[config.mk]
export PLATFORM = sky130hd
export DESIGN_NAME = log2_mem_lut
export DESIGN_NICKNAME = d
export VERILOG_FILES = /design/src/rtl/log2_mem_pkg.sv /design/src/rtl/log2_mem_rom.sv /design/src/rtl/log2_mem_lut.sv
export SDC_FILE = /design/constraint.sdc
export NUM_CORES = 1
export LEC_CHECK = 0
export ABC_CLOCK_PERIOD_IN_PS = 1830
export CORE_ASPECT_RATIO = 0.75
export CORE_MARGIN = 1
export CORE_UTILIZATION = 34
export DETAILED_ROUTE_END_ITERATION = 12
export PLACE_DENSITY = 0.7
export SLEW_MARGIN = 5
export SYNTH_ARGS = -nofsm -noshare
export SYNTH_HDL_FRONTEND = slang
export SYNTH_HIERARCHICAL = 1
export SYNTH_SLANG_ARGS = --single-unit
[constraint.sdc]
create_clock -name clock -period 1.83 [get_ports clock]
set_clock_uncertainty 0.05 [all_clocks]
set_input_delay 0.183 -clock clock [delete_from_list [all_inputs] [get_ports clock]]
set_output_delay 0.183 -clock clock [all_outputs]
set_load 0.005 [all_outputs]
[src/rtl/log2_mem_pkg.sv]
// Shared definitions for the log2 lookup: supported (IN,OUT) shapes, widths and ROM depths.
package log2_mem_pkg;

   typedef enum logic [1:0] {TblNone, Tbl5x4, Tbl8x4, Tbl8x5} tbl_e;

   localparam int unsigned NumPairs = 3;
   localparam int unsigned PairIn  [NumPairs] = '{5, 8, 8};
   localparam int unsigned PairOut [NumPairs] = '{4, 4, 5};
   localparam tbl_e        PairTbl [NumPairs] = '{Tbl5x4, Tbl8x4, Tbl8x5};

   localparam int unsigned RomDepth5 = 32;
   localparam int unsigned RomDepth8 = 256;

   function automatic int unsigned out_width(input int unsigned out_w);
      return out_w + 1;
   endfunction

   function automatic tbl_e tbl_sel(input int unsigned in_w, input int unsigned out_w);
      tbl_e sel;
      sel = TblNone;
      for (int unsigned i = 0; i < NumPairs; i++) begin
         if (in_w == PairIn[i] && out_w == PairOut[i]) sel = PairTbl[i];
      end
      return sel;
   endfunction

   function automatic logic is_supported(input int unsigned in_w, input int unsigned out_w);
      return tbl_sel(in_w, out_w) != TblNone;
   endfunction

endpackage

[src/rtl/log2_mem_rom.sv]
// Combinational log2(1+f) tables, one per supported (IN,OUT) pair, chosen at elaboration.
// Each range lists the inputs that round to the same output code.
module log2_mem_rom
   import log2_mem_pkg::*;
#(
   parameter int unsigned IN  = 8,
   parameter int unsigned OUT = 4
) (
   input  logic [IN-1:0]             in,
   output logic [out_width(OUT)-1:0] out
);

   localparam tbl_e Tbl = tbl_sel(IN, OUT);

   if (Tbl == Tbl5x4) begin : g_5x4
      always_comb begin
         out = '0;
         unique case (in) inside
            [5'd0  : 5'd0 ]: out = 5'd0;
            [5'd1  : 5'd2 ]: out = 5'd1;
            [5'd3  : 5'd3 ]: out = 5'd2;
            [5'd4  : 5'd5 ]: out = 5'd3;
            [5'd6  : 5'd6 ]: out = 5'd4;
            [5'd7  : 5'd8 ]: out = 5'd5;
            [5'd9  : 5'd10]: out = 5'd6;
            [5'd11 : 5'd12]: out = 5'd7;
            [5'd13 : 5'd14]: out = 5'd8;
            [5'd15 : 5'd16]: out = 5'd9;
            [5'd17 : 5'd18]: out = 5'd10;
            [5'd19 : 5'd20]: out = 5'd11;
            [5'd21 : 5'd22]: out = 5'd12;
            [5'd23 : 5'd25]: out = 5'd13;
            [5'd26 : 5'd27]: out = 5'd14;
            [5'd28 : 5'd30]: out = 5'd15;
            [5'd31 : 5'd31]: out = 5'd16;
            default:         out = '0;
         endcase
      end
   end else if (Tbl == Tbl8x4) begin : g_8x4
      always_comb begin
         out = '0;
         unique case (in) inside
            [8'd0   : 8'd5  ]: out = 5'd0;
            [8'd6   : 8'd17 ]: out = 5'd1;
            [8'd18  : 8'd29 ]: out = 5'd2;
            [8'd30  : 8'd41 ]: out = 5'd3;
            [8'd42  : 8'd55 ]: out = 5'd4;
            [8'd56  : 8'd68 ]: out = 5'd5;
            [8'd69  : 8'd83 ]: out = 5'd6;
            [8'd84  : 8'd98 ]: out = 5'd7;
            [8'd99  : 8'd113]: out = 5'd8;
            [8'd114 : 8'd130]: out = 5'd9;
            [8'd131 : 8'd147]: out = 5'd10;
            [8'd148 : 8'd165]: out = 5'd11;
            [8'd166 : 8'd183]: out = 5'd12;
            [8'd184 : 8'd203]: out = 5'd13;
            [8'd204 : 8'd223]: out = 5'd14;
            [8'd224 : 8'd245]: out = 5'd15;
            [8'd246 : 8'd255]: out = 5'd16;
            default:           out = '0;
         endcase
      end
   end else if (Tbl == Tbl8x5) begin : g_8x5
      always_comb begin
         out = '0;
         unique case (in) inside
            [8'd0   : 8'd2  ]: out = 6'd0;
            [8'd3   : 8'd8  ]: out = 6'd1;
            [8'd9   : 8'd14 ]: out = 6'd2;
            [8'd15  : 8'd20 ]: out = 6'd3;
            [8'd21  : 8'd26 ]: out = 6'd4;
            [8'd27  : 8'd32 ]: out = 6'd5;
            [8'd33  : 8'd38 ]: out = 6'd6;
            [8'd39  : 8'd45 ]: out = 6'd7;
            [8'd46  : 8'd51 ]: out = 6'd8;
            [8'd52  : 8'd58 ]: out = 6'd9;
            [8'd59  : 8'd65 ]: out = 6'd10;
            [8'd66  : 8'd72 ]: out = 6'd11;
            [8'd73  : 8'd79 ]: out = 6'd12;
            [8'd80  : 8'd86 ]: out = 6'd13;
            [8'd87  : 8'd94 ]: out = 6'd14;
            [8'd95  : 8'd102]: out = 6'd15;
            [8'd103 : 8'd109]: out = 6'd16;
            [8'd110 : 8'd117]: out = 6'd17;
            [8'd118 : 8'd126]: out = 6'd18;
            [8'd127 : 8'd134]: out = 6'd19;
            [8'd135 : 8'd143]: out = 6'd20;
            [8'd144 : 8'd151]: out = 6'd21;
            [8'd152 : 8'd160]: out = 6'd22;
            [8'd161 : 8'd169]: out = 6'd23;
            [8'd170 : 8'd179]: out = 6'd24;
            [8'd180 : 8'd188]: out = 6'd25;
            [8'd189 : 8'd198]: out = 6'd26;
            [8'd199 : 8'd208]: out = 6'd27;
            [8'd209 : 8'd218]: out = 6'd28;
            [8'd219 : 8'd229]: out = 6'd29;
            [8'd230 : 8'd239]: out = 6'd30;
            [8'd240 : 8'd250]: out = 6'd31;
            [8'd251 : 8'd255]: out = 6'd32;
            default:           out = '0;
         endcase
      end
   end else begin : g_none
      assign out = '0;
   end

endmodule

[src/rtl/log2_mem_lut.sv]
// Registered log2(1 + in/2^IN) lookup, one result per cycle, latency 1.
// Define LOG2_MEM_PARAM_CHECK_EN to reject unsupported (IN,OUT) pairs at elaboration.
module log2_mem_lut
   import log2_mem_pkg::*;
#(
   parameter int unsigned IN  = 8,
   parameter int unsigned OUT = 4
) (
   input  logic                      clock,
   input  logic                      reset,
   input  logic                      in_valid,
   input  logic [IN-1:0]             in,
   output logic                      out_valid,
   output logic [out_width(OUT)-1:0] out
);

   localparam int unsigned OW = out_width(OUT);

`ifdef LOG2_MEM_PARAM_CHECK_EN
   if (!is_supported(IN, OUT)) begin : g_param_check
      $fatal(1, "log2_mem_lut: unsupported (IN,OUT) pair");
   end
`else
`endif

   logic [OW-1:0] rom_out;
   logic [OW-1:0] out_d, out_q;
   logic          valid_q;

   log2_mem_rom #(
      .IN  (IN),
      .OUT (OUT)
   ) u_rom (
      .in  (in),
      .out (rom_out)
   );

   // Idle cycles keep the last result; only the valid flag drops.
   always_comb begin
      out_d = out_q;
      if (in_valid) out_d = rom_out;
   end

   always_ff @(posedge clock) begin
      if (reset) begin
         out_q   <= '0;
         valid_q <= 1'b0;
      end else begin
         out_q   <= out_d;
         valid_q <= in_valid;
      end
   end

   assign out       = out_q;
   assign out_valid = valid_q;

endmodule

* After elaboration in Yosys (flattened, before gate mapping)
Index checks and enable logic that the tools add are counted.
** Cells by class
- Order comparisons :: 32
- Multiplexer cells :: 1
- Reductions and logical operators :: 16
** Operator list (count)
- $pmux W5 S16 :: 1
- $le A8 B8 Y1 const B :: 8
- $ge A8 B8 Y1 const B :: 7
- $ge A8 B7 Y1 const B :: 4
- $le A8 B7 Y1 const B :: 4
- $ge A8 B5 Y1 const B :: 2
- $ge A8 B6 Y1 const B :: 2
- $le A8 B5 Y1 const B :: 2
- $le A8 B6 Y1 const B :: 2
- $logic_and A1 B1 Y1 :: 16
- $ge A8 B3 Y1 const B :: 1
** Word-level totals
- Register bits :: 6
- Bits of input ports :: 11
- Logic and storage cells :: 51
- Output and inout bits :: 6

* Depth between registers and ports, before layout
- Word-level depth :: 3
- Gate-level depth with buffers :: 8
- Mapped depth without buffers :: 7

* By module
The synthesis kept the hierarchy.
** Modules (own cells, without submodules)
- log2_mem_rom :: instances 1, area an instance 466.7 µm², cells an instance 74, seq. area each 0.0 µm²
- log2_mem_lut :: instances 1, area an instance 206.4 µm², cells an instance 18, seq. area each 120.1 µm²

* Least setup slack after synthesis
Ideal clock, no wire load.
- Path type :: input to register
- From :: input port in[1]
- To :: register out_q[3] (netlist: out[3])
- Slack :: 0.345 ns
- Path buffers :: 1
- Stages :: 8
- Arrival :: 1.321 ns
- Data required time :: 1.666 ns
- Setup time :: 0.114 ns
- Path through :: buf_6 and2_4 o31a_1 and3_4 a211oi_2 o311ai_1 mux2i_1 nor2_1
** On the way
- Longest elaborated chain between the ends :: 3
- Elaborated cells between the ends (all ways) :: 49
- Classes of those cells :: 32 x order compare; 1 x mux; 16 x reduce/logical
** Ends and longest elaborated chain
- start: declaration :: line log2_mem_lut.sv:12 : input logic [IN-1:0] in,
- $ge A8 B8 Y1 (no source line) (tied with other cells)
- $logic_and A1 B1 Y1 (no source line)
- $pmux W5 S16 * :: line log2_mem_rom.sv:42 : unique case (in) inside
- via rom_out[3] :: line log2_mem_lut.sv:26 : logic [OW-1:0] rom_out;
- end signal: assignment :: line log2_mem_lut.sv:49 : out_q <= out_d;
- end: declaration :: line log2_mem_lut.sv:27 : logic [OW-1:0] out_d, out_q;
The timed path passes the listed nets; every way through them passes the cells marked *.
A chain may end at the register's enable or synchronous reset.

* Final worst setup path
Ends and elaborated chain as after synthesis.

==> impl_metrics.ini <==
[clocking]
root_buffer = clkbuf_4
h-tree-depth = 1
cts.sinks = 6
clkTransAtPathRegs_ns = 0.04
cts_hold_buf = 0
clk_latency_ns = 0.25
cts_tree = yes
clk_path_buf_depth = 2
cts_made_buffers = 3

[run]
drv_cap = 0

[finish]
drive_above_1_share_pct = 23.0
n_antenna_cell = 0
syn_to_final_growth_pct = 46.3
seqCellArea_sq_um = 120
multi_input_comb_area_sq_um = 498
layout_commonest_cell = buf_4
fillCellCount = 162
final_cell_mix = 19 x buf_4, 12 x clkdlybuf4s50_1, 11 x nor2_1
final_util_pct = 55.0
final_nets = 135

[sta]
slew_viol_final = 0
setup-tns-final_ns = 0
setup_viol = 0
max_slew_margin_pct = 75.5
worst_pin_slew_ns = 0.359
post-route-period-util_pct = 95.6
fin_crit_ns = 1.75
hold_violations = 0
fmax_mhz = 572
rsz0062_at_grt = no

[logic_synthesis]
netlist_area_sq_um = 673
synth_top_family_by_area = simple AND/OR/NAND/NOR gates
synth_nets = 103
synthArstFlopShare_pct = 0
yosys.area_share.simple_pct = 32.0
synth_edf_count = 0
yosysWarnings = 6
seq_area_frac_synth_pct = 17.8
ys_seq_elements = 6
synth-adder-area-share_pct = 0
synth_top_cell_area_share_pct = 17.8
synth_cells = 92
synth_area_leaders = dfxtp_1 18%, mux2i_1 8.9%, o21ai_0 8.2%
synth_mux_area_share_pct = 8.92
ys_types = 36
synthXorXnorAreaFrac_pct = 0
synth_top_flop_cell = dfxtp_1
syn_area_per_cell_sq_um = 7.32
yosysTopAreaCell = dfxtp_1
synth_compound_area_share_pct = 32.0

[floorplanning]
die_y_um = 40.5
die_w_um = 53.4
initial_core_util_pct = 37.6
pin_count = 17
fp-row-count = 13
die_area_sq_um = 2160
core_sq_um = 1790

[hold_path]
min_path_type = flop to flop
hp-start = out[4]$_SDFFE_PP0P_

[route]
dr.first_iter.drc_count = 19
routedWlPerCell_um = 14.0
viasPerCell = 5.52
post-route-drc-count = 0
num_vias = 795
drt_wl_total_mm = 2.01
ant_nets = 0
drt_pass1_iterations = 4

[global_route]
grt_usage_pct = 19.3
use_met2_pct = 33.4
grt_antenna_before_repair = 0
grt_pass1_wl_mm = 3.01
grt_max_degree = 13
grt_pass1_vias = 706
grt_use_met3_pct = 5.68
grt-busiest-layer = met2
grt.overflow.total = 0
use_met1_pct = 25.3

[pwr]
peakVddDrop_mv = 0.315
p_leak_uw = 0.000428
powerDensity_nw_per_um2 = 466
power_uw = 459

[critical_path]
crit_start = in[1]
cp-start-kind = input port
timing.rr.start = out[0]$_SDFFE_PP0P_
cp.required_ns = 1.91
cp_max_fo = 4
critPathKind = input port to flop
endpoint_kind = flop
cp.arrival_ns = 1.83

[placed_design]
port_buffers = 16
place_congestion = 0.898
hpwl_mm = 1.54

[status]
status = completed
==> layout make-up <==
class / count / area share [%]
timing repair buffer: 35 / 31.4
inverter: 2 / 0.762
multi-input combinational: 76 / 50.6
sequential: 6 / 12.2
tap: 22 / 2.80
clock buffer: 3 / 2.29
==> through the flow <==
stage / instances / instance area [sq um] / worst slack, ns / hold slack [ns]
2_1_floorplan: 92 / 673 / 0.345 / 0.205
3_3_place_gp: 141 / 948 / -0.235 / 0.429
3_5_place_dp: 141 / 948 / -0.246 / 0.445
4_1_cts: 144 / 970 / 0.0175 / 0.456
5_1_grt: 144 / 985 / 0.0103 / 0.479
6_report: 144 / 985 / 0.0812 / 0.447
==> synthesized netlist by cell type, types with 3 or more instances <==
cell type / count
mux2i_1: 6
nor2_1: 11
nand2_1: 6
nand3_1: 5
nor2b_1: 3
clkbuf_1: 3
nand2b_1: 3
o21ai_0: 11
buf_6: 3
dfxtp_1: 6
==> what timing repair did <==
action / 4_1_cts / 5_1_grt
pin swaps: 0 / 1
setup endpoints to repair: 1 / 4
resized for setup: 1 / 5
buffers inserted: 0 / 0
==> worst max-delay path: stages <==
cell             delay [ns]
clkdlybuf4s50_1        0.46
and2_4                 0.20
o31a_1                 0.27
and3_4                 0.20
a211oi_4               0.18
o311ai_1               0.14
mux2i_1                0.15
nor2_1                 0.06
==> flip-flops by register name (all words and copies together) (netlist names) <==
register and flops:
out 5, out_valid 1
==> power breakdown <==
group          switching (uW)  internal (uW)
clock                    50.4           74.3
sequential               4.56            140
combinational            87.9            101
==> final timing paths <==
| check | to | slack [ns] | depth (start not counted) |
|---|---|---|---|
| min reg2reg | out[4]$_SDFFE_PP0P_ | 0.45 | 2 |
| min | out[4]$_SDFFE_PP0P_ | 0.45 | 2 |
| max reg2reg | out[0]$_SDFFE_PP0P_ | 1.17 | 2 |
| max | out[3]$_SDFFE_PP0P_ | 0.08 | 8 |
==> layer usage <==
layer | routed length [um] | share of wire (%) | up-vias
met4 | 0 | 0 | 0
met2 | 955 | 47 | 33
met5 | 0 | 0 | -
met1 | 919 | 46 | 366
li1 | - | - | 396
met3 | 137 | 6.8 | 0
==> cells by family (layout without fill, tap and decap cells) <==
group,after synthesis,count (layout)
AO/OA/AOI/OAI,30,30
flip-flops,6,6
multiplexers,6,6
buffers and inverters,10,40
AND/OR/NAND/NOR,40,40
(Power assumes the default switching activity.)
